==> src/rtl/mux_bus_sel_sched_if.sv <==
// Bus bundle for mux_bus_sel_sched: channel data, enable mask, the select
// request handshake and the registered selection outputs.
interface mux_bus_sel_sched_if #(
  parameter int WIDTH    = 5,
  parameter int CHANNELS = 8,
  parameter int SEL_W    = $clog2(CHANNELS)
);
  logic [CHANNELS*WIDTH-1:0] din;
  logic [CHANNELS-1:0]       ch_en;
  logic                      mode;
  logic                      boundary;
  logic [SEL_W-1:0]          sel_in;
  logic                      sel_valid;
  logic                      sel_ready;
  logic                      sel_err;
  logic [SEL_W-1:0]          cur_sel;
  logic [WIDTH-1:0]          y;
  logic                      y_valid;

  // Request handshake: a request is taken on a rising edge where
  // sel_valid && sel_ready; sel_ready never depends on sel_valid.
  modport master (
    output din, ch_en, mode, boundary, sel_in, sel_valid,
    input  sel_ready, sel_err, cur_sel, y, y_valid
  );

  modport slave (
    input  din, ch_en, mode, boundary, sel_in, sel_valid,
    output sel_ready, sel_err, cur_sel, y, y_valid
  );
endinterface

==> src/rtl/mux_bus_sel_sched.sv <==
// Registered N-channel bus selector; switches take effect only on a boundary strobe.
// Define MUX_SCAN_EN to build the round-robin auto-scan mode (mode input).
module mux_bus_sel_sched #(
  parameter int WIDTH    = 5,
  parameter int CHANNELS = 8,
  parameter int SEL_W    = $clog2(CHANNELS)
) (
  input  logic                clk,
  input  logic                rst_n,
  mux_bus_sel_sched_if.slave  bus
);

  logic [SEL_W-1:0]     cur_sel_q, cur_sel_d;
  logic [SEL_W-1:0]     pend_sel_q, pend_sel_d;
  logic                 pending_q, pending_d;
  logic                 sel_err_q, sel_err_d;
  logic [WIDTH-1:0]     y_q, y_sel;
  logic                 y_valid_q;
  logic                 mode_eff;
  logic                 accept;
  logic [2**SEL_W-1:0]  ch_en_ext;

`ifdef MUX_SCAN_EN
  logic [SEL_W-1:0]     scan_next;
  assign mode_eff = bus.mode;
`else
  assign mode_eff = 1'b0;
`endif

  // Zero-padded mask so out-of-range indices read as disabled.
  always_comb begin
    ch_en_ext = '0;
    ch_en_ext[CHANNELS-1:0] = bus.ch_en;
  end

  assign bus.sel_ready = !pending_q && !mode_eff;
  assign accept        = bus.sel_valid && bus.sel_ready;

`ifdef MUX_SCAN_EN
  always_comb begin
    int   idx;
    logic found;
    scan_next = cur_sel_q;
    found     = 1'b0;
    for (int k = 1; k < CHANNELS; k++) begin
      idx = (int'(cur_sel_q) + k) % CHANNELS;
      if (!found && bus.ch_en[idx]) begin
        scan_next = SEL_W'(idx);
        found     = 1'b1;
      end
    end
  end
`endif

  always_comb begin
    cur_sel_d  = cur_sel_q;
    pend_sel_d = pend_sel_q;
    pending_d  = pending_q;
    sel_err_d  = 1'b0;
    if (mode_eff) begin
      // Entering scan drops any outstanding request silently.
      pending_d = 1'b0;
`ifdef MUX_SCAN_EN
      if (bus.boundary) cur_sel_d = scan_next;
`endif
    end else begin
      if (pending_q && bus.boundary) begin
        cur_sel_d = pend_sel_q;
        pending_d = 1'b0;
      end
      if (accept) begin
        if (ch_en_ext[bus.sel_in]) begin
          pend_sel_d = bus.sel_in;
          pending_d  = 1'b1;
        end else begin
          sel_err_d  = 1'b1;
        end
      end
    end
  end

  always_comb begin
    y_sel = '0;
    for (int k = 0; k < CHANNELS; k++) begin
      if (cur_sel_d == SEL_W'(k)) y_sel = bus.din[k*WIDTH +: WIDTH];
    end
  end

  always_ff @(posedge clk or negedge rst_n) begin
    if (!rst_n) begin
      cur_sel_q  <= '0;
      pend_sel_q <= '0;
      pending_q  <= 1'b0;
      sel_err_q  <= 1'b0;
      y_q        <= '0;
      y_valid_q  <= 1'b0;
    end else begin
      cur_sel_q  <= cur_sel_d;
      pend_sel_q <= pend_sel_d;
      pending_q  <= pending_d;
      sel_err_q  <= sel_err_d;
      y_q        <= ch_en_ext[cur_sel_d] ? y_sel : '0;
      y_valid_q  <= ch_en_ext[cur_sel_d];
    end
  end

  assign bus.cur_sel = cur_sel_q;
  assign bus.y       = y_q;
  assign bus.y_valid = y_valid_q;
  assign bus.sel_err = sel_err_q;

endmodule
==> src/flat_wrapper.sv <==
// flat-port wrapper written by rule: the top's interface ports become plain ports
module mux_bus_sel_sched_flat 
#(
  parameter int WIDTH    = 5,
  parameter int CHANNELS = 8,
  parameter int SEL_W    = $clog2(CHANNELS)
)
  (clk, rst_n, bus_din, bus_ch_en, bus_mode, bus_boundary, bus_sel_in, bus_sel_valid, bus_sel_ready, bus_sel_err, bus_cur_sel, bus_y, bus_y_valid);
  mux_bus_sel_sched_if #(.WIDTH(WIDTH), .CHANNELS(CHANNELS), .SEL_W(SEL_W)) bus_i ();
  input  logic clk;
  input  logic rst_n;
  input wire logic [$bits(bus_i.din)-1:0] bus_din;
  input wire logic [$bits(bus_i.ch_en)-1:0] bus_ch_en;
  input wire logic [$bits(bus_i.mode)-1:0] bus_mode;
  input wire logic [$bits(bus_i.boundary)-1:0] bus_boundary;
  input wire logic [$bits(bus_i.sel_in)-1:0] bus_sel_in;
  input wire logic [$bits(bus_i.sel_valid)-1:0] bus_sel_valid;
  output wire logic [$bits(bus_i.sel_ready)-1:0] bus_sel_ready;
  output wire logic [$bits(bus_i.sel_err)-1:0] bus_sel_err;
  output wire logic [$bits(bus_i.cur_sel)-1:0] bus_cur_sel;
  output wire logic [$bits(bus_i.y)-1:0] bus_y;
  output wire logic [$bits(bus_i.y_valid)-1:0] bus_y_valid;
  assign bus_i.din = bus_din;
  assign bus_i.ch_en = bus_ch_en;
  assign bus_i.mode = bus_mode;
  assign bus_i.boundary = bus_boundary;
  assign bus_i.sel_in = bus_sel_in;
  assign bus_i.sel_valid = bus_sel_valid;
  assign bus_sel_ready = bus_i.sel_ready;
  assign bus_sel_err = bus_i.sel_err;
  assign bus_cur_sel = bus_i.cur_sel;
  assign bus_y = bus_i.y;
  assign bus_y_valid = bus_i.y_valid;
  mux_bus_sel_sched #(.WIDTH(WIDTH), .CHANNELS(CHANNELS), .SEL_W(SEL_W)) u_core (.clk(clk), .rst_n(rst_n), .bus(bus_i));
endmodule
==> config.mk <==
export PLATFORM = sky130hd
export DESIGN_NAME = mux_bus_sel_sched_flat
export DESIGN_NICKNAME = d
export VERILOG_FILES = /design/src/rtl/mux_bus_sel_sched_if.sv /design/src/rtl/mux_bus_sel_sched.sv /design/src/flat_wrapper.sv
export SDC_FILE = /design/constraint.sdc
export NUM_CORES = 1
export LEC_CHECK = 0
export BUFFER_PORTS_ARGS = -buffer_cell sky130_fd_sc_hd__buf_4
export CORE_MARGIN = 1
export CORE_UTILIZATION = 40
export CTS_CLUSTER_SIZE = 24
export DETAILED_ROUTE_END_ITERATION = 6
export PLACE_DENSITY = 0.75
export SLEW_MARGIN = 40
export SYNTH_ARGS = -nofsm -noshare
export SYNTH_HDL_FRONTEND = slang
export SYNTH_SLANG_ARGS = --single-unit
==> constraint.sdc <==
create_clock -name clk -period 2.31 [get_ports clk]
set_input_delay 0.231 -clock clk [delete_from_list [all_inputs] [get_ports clk]]
set_output_delay 0.231 -clock clk [all_outputs]
set_load 0.02 [all_outputs]
Word level (Yosys, flattened, before mapping)
Cells that the tools add are included.

Bits in registers: 14. Input port bits: 56.

Reduce and logical (&&, ||, !) cells: 5. Order comparisons: 2. Equal/unequal tests: 7. Mux-type cells: 19.

Operators with widths (count): two-way mux 5 bit (9); == test 3 bit (second input constant) (4); < comparator 3 x 4 -> 1 bit (second input constant) (2); two-way mux 1 bit (7); binary-select mux 1 bit (select 3 bit) (2); == test 3 x 2 -> 1 bit (second input constant) (2); == test 3 x 1 -> 1 bit (second input constant) (1); logical NOT 3 bit (1); two-way mux 3 bit (1); logical AND 1 bit (2); AND reduction 2 bit (1); logical NOT 1 bit (1).

Depth between registers and ports, before layout
Gate-level depths: netlist (run 1).

Word-level depth: 12. Depth in mapped cells: 7.

Least setup slack after synthesis (run 1)
OpenSTA, ideal clock, no wires.

Kind: flip-flop to flip-flop. From: reg u_core.cur_sel_q[0], in the netlist u_core.bus.cur_sel[0]. To: reg u_core.y_q[3], in the netlist u_core.bus.y[3]. Clock period less this slack: 1.913 ns. Cell stages (with the launch flop): 6. Arrival: 1.770 ns. Buffers on the path: 0. Setup time: 0.143 ns. Setup slack: 0.397 ns. Cell sequence: dfrtp_1 a21boi_0 nor2_1 and3_1 a2111oi_4 nor3_1.

Longest elaborated chain between the ends: 11.

RTL lines: from (decl) (RTL line mux_bus_sel_sched.sv:13) `logic [SEL_W-1:0] cur_sel_q, cur_sel_d;`; from (signal assigned) (RTL line mux_bus_sel_sched.sv:98) `cur_sel_q <= cur_sel_d;`; two-way mux 3 bit * (RTL line mux_bus_sel_sched.sv:67) `if (pending_q && bus.boundary) begin`; logical NOT 3 bit (RTL line mux_bus_sel_sched.sv:85) `if (cur_sel_d == SEL_W'(k)) y_sel = bus.din[k*WIDTH +: WIDTH];`; two-way mux 5 bit (8 in a row) (RTL line mux_bus_sel_sched.sv:85); two-way mux 5 bit * (RTL line mux_bus_sel_sched.sv:102) `y_q <= ch_en_ext[cur_sel_d] ? y_sel : '0;`; to (signal assigned) (RTL line mux_bus_sel_sched.sv:102); to (decl) (RTL line mux_bus_sel_sched.sv:17) `logic [WIDTH-1:0] y_q, y_sel;`.

Mark *: on every way between the ends. The rest lies on a longest branch, timed or not. The select of a mux whose other input is x is not followed. A chain may end at the register's enable or synchronous reset.

Worst setup path in the final report (run 1)
From: reg u_core.pending_q. To: reg u_core.y_q[0], in the netlist u_core.bus.y[0].

Longest elaborated chain between the ends: 12.

RTL lines: from (decl) (RTL line mux_bus_sel_sched.sv:15) `logic pending_q, pending_d;`; from (signal assigned) (RTL line mux_bus_sel_sched.sv:100) `pending_q <= pending_d;`; logical AND 1 bit * (RTL line mux_bus_sel_sched.sv:67); two-way mux 3 bit * (RTL line mux_bus_sel_sched.sv:67); named net u_core.cur_sel_d[2] (RTL line mux_bus_sel_sched.sv:13); logical NOT 3 bit (RTL line mux_bus_sel_sched.sv:85); two-way mux 5 bit (8 in a row) (RTL line mux_bus_sel_sched.sv:85); two-way mux 5 bit * (RTL line mux_bus_sel_sched.sv:102).

The timed path passes the listed nets; every way through them passes the cells marked *. The select of a mux whose other input is x is not followed.

==> run metrics, run 1 <==
R2R Setup Slk 230 ps; width of the die 54.7 um; crit path capture type flip-flop; CTS tree yes; GRT overflow 0; min-delay worst type in -> reg; HPWL after DPL 2960 um; Critical Path Source u_core.pending_q; commonest non-fill, non-tap cell in the layout buf_4; CP Data Arrival Time 2280 ps; Final Skew 1.63 ps; Post-Route WL 3670 um; TritonCTS Buffers 3; nets@finish 250; layout cells sized above 1 49.5%; share of the clock period used by the worst path 89.9%; Seq cells post-synth 14; type of origin of the critical path flip-flop; DIE HEIGHT 54.7 um; Initial Util 43.7%; CTS max path bufs 2; Max Cap Viol 0; antenna violations before repair 0; routability cong. 0.809; first-pass GRT wire length 5580 um; largest net degree at the start of global routing 16; Setup TNS 0 ps; # diodes 0; Mapped Area 1110 um^2; Peak VDD IR 0.631 mV; worst slew pin tran 479 ps; fin crit period 2080 ps; Req. time, crit path 2510 ps; DR pass1 iterations 4; DP Area 1690 um^2; Synth cell types 47; crit path to u_core.bus.y[0]; design area 1720 um^2; ys async rst share 100%; # DRC 0; Core ar. 2540 um^2; outcome complete, no violations; WS Path Type reg -> reg; number of fill cells 234; Routed Antenna Nets 0; Mapped Cells 116; leakage 0.817 nW; FF-to-FF End u_core.bus.y[0]; CTS root buffer clkbuf_4; Hold Path Cell Cnt 2; worst skew pair latency 280 ps; Routed WL per cell 16.5 um; most frequent cells in the layout buf_4 (74), dfrtp_1 (14), o21ai_0 (12), inv_1 (7), nand3_1 (7); Total GRT Usage 26.1%; Max FO, Critical Path 9; Cell Pwr Density 1000 nW/um^2; Post-synth EDFFs 0; Die Area 2990 um^2; R2R Path Start u_core.pending_q; via count 1,305; maximum clock rate 481 MHz; slew margin rel. 68.1%; Synth-to-Final Area Change 54.6%; H-tree levels 1; sequential-to-total area share from yosys stat 31.5%; final setup fails 0; Slew Viols, Final 0; syn nets 172; RSZ-0062 raised after global routing false; Mapped Avg Cell Area 9.58 um^2; reg2reg path depth 6; IO Port Bufs 65; number of global-route vias before repair 1,197; Fin. Hold Viols 0; clk sinks 14; main flop type after synthesis dfrtp_1; Rows 18; DR vias/cell 5.88; DRT iter0 DRCs 44; Synth Warn # 0; # IOs 67; clock-pin transition on the worst setup and hold timing paths 90 ps
[kinds of logic (layout without fill, tap and decap cells)]
logic type             count (synthesis)  count (layout)  synth area share, %
muxes                                  8               8                 11.1
and+or+nand+nor                       32              32                 17.1
buffers and inverters                 10              86                 4.39
AOI/OAI and AO/OA                     52              52                 35.8
DFF                                   14              14                 31.5
[metal layers]
metal  routed length, um  share of wire (%)  vias to the layer above  GRT usage, %
li1                    -                  -                      625             -
met4                   0                  0                        0          7.26
met3                 191                5.2                        0         0.833
met1                1590                 43                      630          37.4
met2                1890                 51                       50          42.2
met5                   0                  0                        -             0
[where the power goes]
group	total (mW)	switching [mW]	internal, mW
logic	1.14	0.594	0.548
registers	0.435	0.0985	0.337
clock network	0.148	0.0875	0.0605
total	1.73	0.780	0.946
[cells in the mapped netlist, drive strengths merged (2+ instances only)]
library cell,number,area share (%)
nand3,7,3.2
nor3,2,0.90
a31oi,2,1.1
and3,4,2.3
mux4,2,4.1
nor2,3,1.2
inv,8,2.7
a311o,3,2.7
a211oi,6,4.5
and4b,2,1.8
a21bo,2,1.8
o21ai,12,5.4
a21boi,2,1.4
nand2,7,3.0
a21oi,5,2.3
o22ai,5,2.8
a22o,2,1.6
dfrtp,14,32
mux2,5,5.1
buf,2,1.7
[what timing repair did]
item	in CTS	in global routing
endpoints found under the setup margin	0	0
gates resized for setup	0	0
hold buffers	1	0
buffers inserted	0	0
endpoints found under the hold margin	14	0
[area by class of cell]
type	instances	area (um^2)	area share (%)
clock buffers	3	22.5	1.31
inverters	8	30.0	1.75
multi-input cells	92	712	41.4
flip-flops and latches	14	350	20.4
well taps	30	37.5	2.18
repair buffers	75	566	32.9
[worst max-delay path, stage by stage (launching register included)]
cell and delay (ps):
dfrtp_1 480, buf_4 210, nand2_4 90, mux2i_4 340, inv_2 130, or4_1 550
a211oi_2 190
[through the flow]
step	worst slack (ps)	std cells	power (mW)	utilization [%]	hold slack [ps]
finish	233	222	1.73	67.5	200
global route	108	222	1.86	67.5	189
CTS	261	222	1.72	67.5	200
detailed placement	288	218	1.57	66.2	96.8
global placement	308	218	1.55	66.2	97.4
floorplan	397	116	1.12	-	-64.6
[worst min-delay path by stage]
| stage | start | end |
|---|---|---|
| final | bus_sel_in[2] | u_core.pend_sel_q[2] |
| after global routing | bus_sel_in[2] | u_core.pend_sel_q[2] |
| after CTS | bus_sel_in[2] | u_core.pend_sel_q[2] |
| after detailed placement | rst_n | u_core.bus.y[0] |
| after global placement | rst_n | u_core.bus.y_valid |
| after floorplan | rst_n | u_core.bus.cur_sel[0] |
[registers in the layout (all words and copies together) (netlist names)]
name,flops
u_core.pending_q,1
u_core.bus.y_valid,1
u_core.bus.sel_err,1
u_core.bus.y,5
u_core.bus.cur_sel,3
u_core.pend_sel_q,3
(Power assumes the default switching activity.)
==> inputs of run 2 (changes only) <==
--- a/config.mk
+++ b/config.mk
@@ -6,11 +6,13 @@
 export NUM_CORES = 1
 export LEC_CHECK = 0
 export BUFFER_PORTS_ARGS = -buffer_cell sky130_fd_sc_hd__buf_4
+export CELL_PAD_IN_SITES_DETAIL_PLACEMENT = 1
+export CELL_PAD_IN_SITES_GLOBAL_PLACEMENT = 1
 export CORE_MARGIN = 1
-export CORE_UTILIZATION = 40
+export CORE_UTILIZATION = 30
 export CTS_CLUSTER_SIZE = 24
 export DETAILED_ROUTE_END_ITERATION = 6
-export PLACE_DENSITY = 0.75
+export PLACE_DENSITY_LB_ADDON = 0.1
 export SLEW_MARGIN = 40
 export SYNTH_ARGS = -nofsm -noshare
 export SYNTH_HDL_FRONTEND = slang
==> run metrics, run 2 (synthesis gave the netlist of run 1 again) <==
# IOs 67 (unchanged); fin crit period 2060 ps (was 2080 ps); R2R Setup Slk 250 ps (was 230 ps); Peak VDD IR 0.340 mV (was 0.631 mV); Routed WL per cell 17.4 um (was 16.5 um); CTS tree yes (unchanged); RSZ-0062 raised after global routing false (unchanged); Max Cap Viol 0 (unchanged); routability cong. 0.896 (was 0.809); nets@finish 253 (was 250); Req. time, crit path 2480 ps (was 2510 ps); clk sinks 14 (unchanged); CTS root buffer clkbuf_8 (was clkbuf_4); # DRC 0 (unchanged); maximum clock rate 485 MHz (was 481 MHz); type of origin of the critical path flip-flop (unchanged); Routed Antenna Nets 0 (unchanged); Slew Viols, Final 0 (unchanged); IO Port Bufs 65 (unchanged); H-tree levels 1 (unchanged); layout cells sized above 1 50.5% (was 49.5%); width of the die 62.9 um (was 54.7 um); most frequent cells in the layout buf_4 (77), dfrtp_1 (14), o21ai_0 (12), inv_1 (7), nand3_1 (7) (was buf_4 (74), dfrtp_1 (14), o21ai_0 (12), inv_1 (7), nand3_1 (7)); clock-pin transition on the worst setup and hold timing paths 70 ps (was 90 ps); worst skew pair latency 250 ps (was 280 ps); worst slew pin tran 478 ps (was 479 ps); crit path capture type flip-flop (unchanged); Final Skew 5.39 ps (was 1.63 ps); largest net degree at the start of global routing 16 (unchanged); DR vias/cell 5.56 (was 5.88); # diodes 0 (unchanged); WS Path Type reg -> reg (unchanged); Setup TNS 0 ps (unchanged); via count 1,346 (was 1,305); number of global-route vias before repair 1,412 (was 1,197); DP Area 1730 um^2 (was 1690 um^2); Total GRT Usage 22.8% (was 26.1%); antenna violations before repair 0 (unchanged); DIE HEIGHT 62.9 um (was 54.7 um); Synth-to-Final Area Change 61.4% (was 54.6%); share of the clock period used by the worst path 89.3% (was 89.9%); Post-Route WL 4210 um (was 3670 um); commonest non-fill, non-tap cell in the layout buf_4 (unchanged); design area 1790 um^2 (was 1720 um^2); Initial Util 32.3% (was 43.7%); min-delay worst type in -> reg (unchanged); slew margin rel. 68.1% (about the same); CTS max path bufs 2 (unchanged); Largest register FFs 5 (unchanged); DR pass1 iterations 4 (unchanged); first-pass GRT wire length 6820 um (was 5580 um); final setup fails 0 (unchanged); TritonCTS Buffers 3 (unchanged); CP Data Arrival Time 2240 ps (was 2280 ps); Final Hold Slack 226 ps (was 200 ps); Post-CTS Setup Inserts 0 (unchanged); DRT iter0 DRCs 58 (was 44); Max FO, Critical Path 9 (unchanged); GRT overflow 0 (unchanged); Rows 21 (was 18); leakage 0.847 nW (was 0.817 nW); outcome complete, no violations (unchanged); Die Area 3950 um^2 (was 2990 um^2); Core ar. 3440 um^2 (was 2540 um^2); Cell Pwr Density 1050 nW/um^2 (was 1000 nW/um^2); Fin. Hold Viols 0 (unchanged); HPWL after DPL 3530 um (was 2960 um)
run 2: cell types whose count changed in the layout (fill, tap and decap cells not counted), sizes merged:
cell / delta
buf: +3
clkbuf: +1
run 2: path summary, 6_finish.rpt:
path,from,depth (start not counted),to
hold reg to reg,u_core.pend_sel_q[2],1,u_core.pend_sel_q[2]
min in group asynchronous,rst_n,2,u_core.bus.cur_sel[0]
setup / recovery,u_core.pending_q,6,u_core.bus.y[0]
hold / removal,bus_sel_in[2],2,u_core.pend_sel_q[2]
max in group asynchronous,rst_n,2,u_core.bus.cur_sel[1]
setup reg to reg,u_core.pending_q,6,u_core.bus.y[0]
run 2: power breakdown:
group	internal [mW]	switching, mW
registers	0.338	0.0722
clock network	0.151	0.0993
logic	0.574	0.654
run 2: what timing repair did:
action                                  in CTS  in global routing
endpoints found under the hold margin       14                  0
resized for setup                            0                  1
hold buffers                                 1                  0
endpoints found under the setup margin       0                  5
run 2: metrics by stage:
stage / setup slack (ps) / std cells / util, % / power (mW)
4_1_cts: 158 / 242 / 52.1 / 1.89
2_1_floorplan: 397 / 116 / - / 1.12
6_report: 248 / 242 / 52.1 / 1.89
5_1_grt: 67.7 / 242 / 52.1 / 2.01
3_3_place_gp: 272 / 237 / 50.2 / 1.60
3_5_place_dp: 138 / 237 / 50.2 / 1.63
run 2: routing by layer:
| metal | share of wire, % | up-vias | track usage, % |
|---|---|---|---|
| met5 | 0 | - | 0 |
| met4 | 1.9 | 0 | 9.88 |
| met3 | 5.6 | 9 | 2.92 |
| met2 | 50 | 60 | 38.3 |
| met1 | 43 | 646 | 28.9 |
| li1 | - | 631 | - |
run 2: worst max-delay path, cell delays in order (launching register included):
cell and delay [ps]:
dfrtp_1 460, buf_4 210, nand2_4 90, mux2i_4 350, inv_2 130, or4_1 550, a211oi_2 180
run 2: area by class of cell:
cell class              count  area, um^2
clock buffers               4        55.1
fillers                   404        1650
inverters                   8        30.0
multi-input cells          92         712
flip-flops and latches     14         350
well taps                  46        57.6
repair buffers             78         588
==> inputs of run 3 (changes only) <==
==> constraint.sdc (replaced) <==
create_clock -name clk -period 2.2 [get_ports clk]
set_input_delay 0.22 -clock clk [delete_from_list [all_inputs] [get_ports clk]]
set_output_delay 0.22 -clock clk [all_outputs]
set_load 0.02 [all_outputs]
==> run metrics, run 3 (synthesis gave the netlist of run 1 again) <==
HPWL after DPL 3580 um (was 3530 um); via count 1,358 (was 1,346); final setup fails 0 (unchanged); Post-CTS Setup Inserts 0 (unchanged); Rows 21 (unchanged); worst skew pair latency 240 ps (was 250 ps); leakage 0.853 nW (was 0.847 nW); Post-Route WL 4250 um (was 4210 um); maximum clock rate 476 MHz (was 485 MHz); Slew Viols, Final 0 (unchanged); fin crit period 2100 ps (was 2060 ps); WS Path Type reg -> reg (unchanged); switching part of the total 44.1% (was 43.7%); DRT iter0 DRCs 71 (was 58); width of the die 62.9 um (unchanged); number of global-route vias before repair 1,400 (was 1,412); hold path startpoint bus_sel_in[2] (unchanged); # DRC 0 (unchanged); antenna violations before repair 0 (unchanged); reg2reg path depth 6 (unchanged); most frequent cells in the layout buf_4 (78), dfrtp_1 (14), o21ai_0 (12), inv_1 (7), nand3_1 (7) (was buf_4 (77), dfrtp_1 (14), o21ai_0 (12), inv_1 (7), nand3_1 (7)); largest net degree at the start of global routing 16 (unchanged); Largest register FFs 5 (unchanged); Max FO, Critical Path 12 (was 9); CTS root buffer clkbuf_8 (unchanged); outcome complete, no violations (unchanged); share of the clock period used by the worst path 95.6% (was 89.3%); min-delay worst type in -> reg (unchanged); number of fill cells 409 (was 404); Fin. Hold Viols 0 (unchanged); Worst Hold End u_core.pend_sel_q[2] (unchanged); R2R Setup Slk 100 ps (was 250 ps); # IOs 67 (unchanged); non-filler cells in the finished layout 242 (unchanged); RSZ-0062 raised after global routing false (unchanged); DR pass1 iterations 4 (unchanged); type of origin of the critical path flip-flop (unchanged); Sequential Power Share 22.5% (was 21.7%); clock power share 10.4% (was 13.3%); Cell Pwr Density 1090 nW/um^2 (was 1050 nW/um^2); FF-to-FF End u_core.bus.y[0] (unchanged); Die Area 3950 um^2 (unchanged); # diodes 0 (unchanged); layout cells sized above 1 51.5% (was 50.5%); Max Cap Viol 0 (unchanged); CTS tree yes (unchanged); Routed WL per cell 17.6 um (was 17.4 um); sw power 0.862 mW (was 0.825 mW); clock-pin transition on the worst setup and hold timing paths 60 ps (was 70 ps); Req. time, crit path 2350 ps (was 2480 ps); Critical Path Source u_core.pending_q (unchanged); H-tree levels 1 (unchanged); worst slew pin tran 489 ps (was 478 ps); CTS max path bufs 2 (unchanged); Initial Util 32.3% (unchanged); DIE HEIGHT 62.9 um (unchanged); Comb pwr share 67.0% (was 65.0%); Setup TNS 0 ps (unchanged); first-pass GRT wire length 6830 um (was 6820 um); nets@finish 254 (was 253); Final Skew 9.57 ps (was 5.39 ps); IO Port Bufs 65 (unchanged); Internal 1.09 mW (was 1.06 mW); Total GRT Usage 22.5% (was 22.8%); Core ar. 3440 um^2 (unchanged); DR vias/cell 5.61 (was 5.56); GRT overflow 0 (unchanged); Hold Path Cell Cnt 2 (unchanged); clk sinks 14 (unchanged); Final Hold Slack 226 ps (about the same); Synth-to-Final Area Change 61.6% (was 61.4%); TritonCTS Buffers 3 (unchanged); slew margin rel. 67.3% (was 68.1%); CP Data Arrival Time 2250 ps (was 2240 ps); crit path capture type flip-flop (unchanged); Routed Antenna Nets 0 (unchanged); Peak VDD IR 0.444 mV (was 0.340 mV); R2R Path Start u_core.pending_q (unchanged); commonest non-fill, non-tap cell in the layout buf_4 (unchanged); Placed Cells 238 (was 237); routability cong. 0.881 (was 0.896)
==> run 3: cell count changes in the layout (fill, tap and decap cells not counted), sizes merged <==
cell | previous run | this run
buf | 77 | 78
clkbuf | 4 | 3
==> run 3: what timing repair did <==
item,in CTS,in global routing
hold buffers,1,0
endpoints found under the setup margin,0,2
gates resized for setup,0,3
hold endpoints to repair,14,0
==> run 3: power groups by stage <==
stage               clock (mW)  sequential, mW  combinational [mW]
global placement             0           0.438                1.26
global route             0.216           0.456                1.41
CTS                      0.205           0.439                1.29
finish                   0.204           0.441                1.31
floorplan                    0           0.519               0.656
detailed placement           0           0.444                1.28
==> run 3: layout make-up <==
class,instances,area (um^2),share of cell area (%)
clock buffer,3,41.3,2.30
inverter,8,30.0,1.67
multi-input combinational,92,721,40.1
sequential,14,350,19.5
tap,46,57.6,3.21
timing repair buffer,79,596,33.2
==> run 3: routing by layer <==
| layer | vias up | track usage (%) | part of all wire (%) |
|---|---|---|---|
| met4 | 0 | 6.98 | 1.6 |
| met1 | 658 | 28.1 | 42 |
| met3 | 8 | 4.01 | 6.3 |
| li1 | 631 | - | - |
| met5 | - | 0 | 0 |
| met2 | 61 | 38.9 | 50 |
==> run 3: critical path: stages (launching register included) <==
cell and delay (ps):
dfrtp_1 530, buf_4 220, nand2_4 70, a31o_2 290
nor2b_1 140, or4_1 540, a211oi_2 200
==> run 3: worst max path at each step <==
stage | endpoint | slack, ps
2_1_floorplan | u_core.bus.y[3] | 290
3_3_place_gp | u_core.bus.y[0] | 200
3_5_place_dp | u_core.bus.y[0] | 140
4_1_cts | u_core.bus.y[0] | 110
5_1_grt | u_core.bus.y[0] | 2
6_report | u_core.bus.y[0] | 100
==> run 3: through the flow <==
step,total power [mW],setup slack (ps),instance area (um^2),util (%)
after global routing,2.08,1.51,1800,52.2
after detailed placement,1.73,140,1740,50.4
final,1.96,97.5,1800,52.2
after global placement,1.69,199,1740,50.4
after floorplan,1.17,287,1110,-
after CTS,1.94,113,1790,51.9
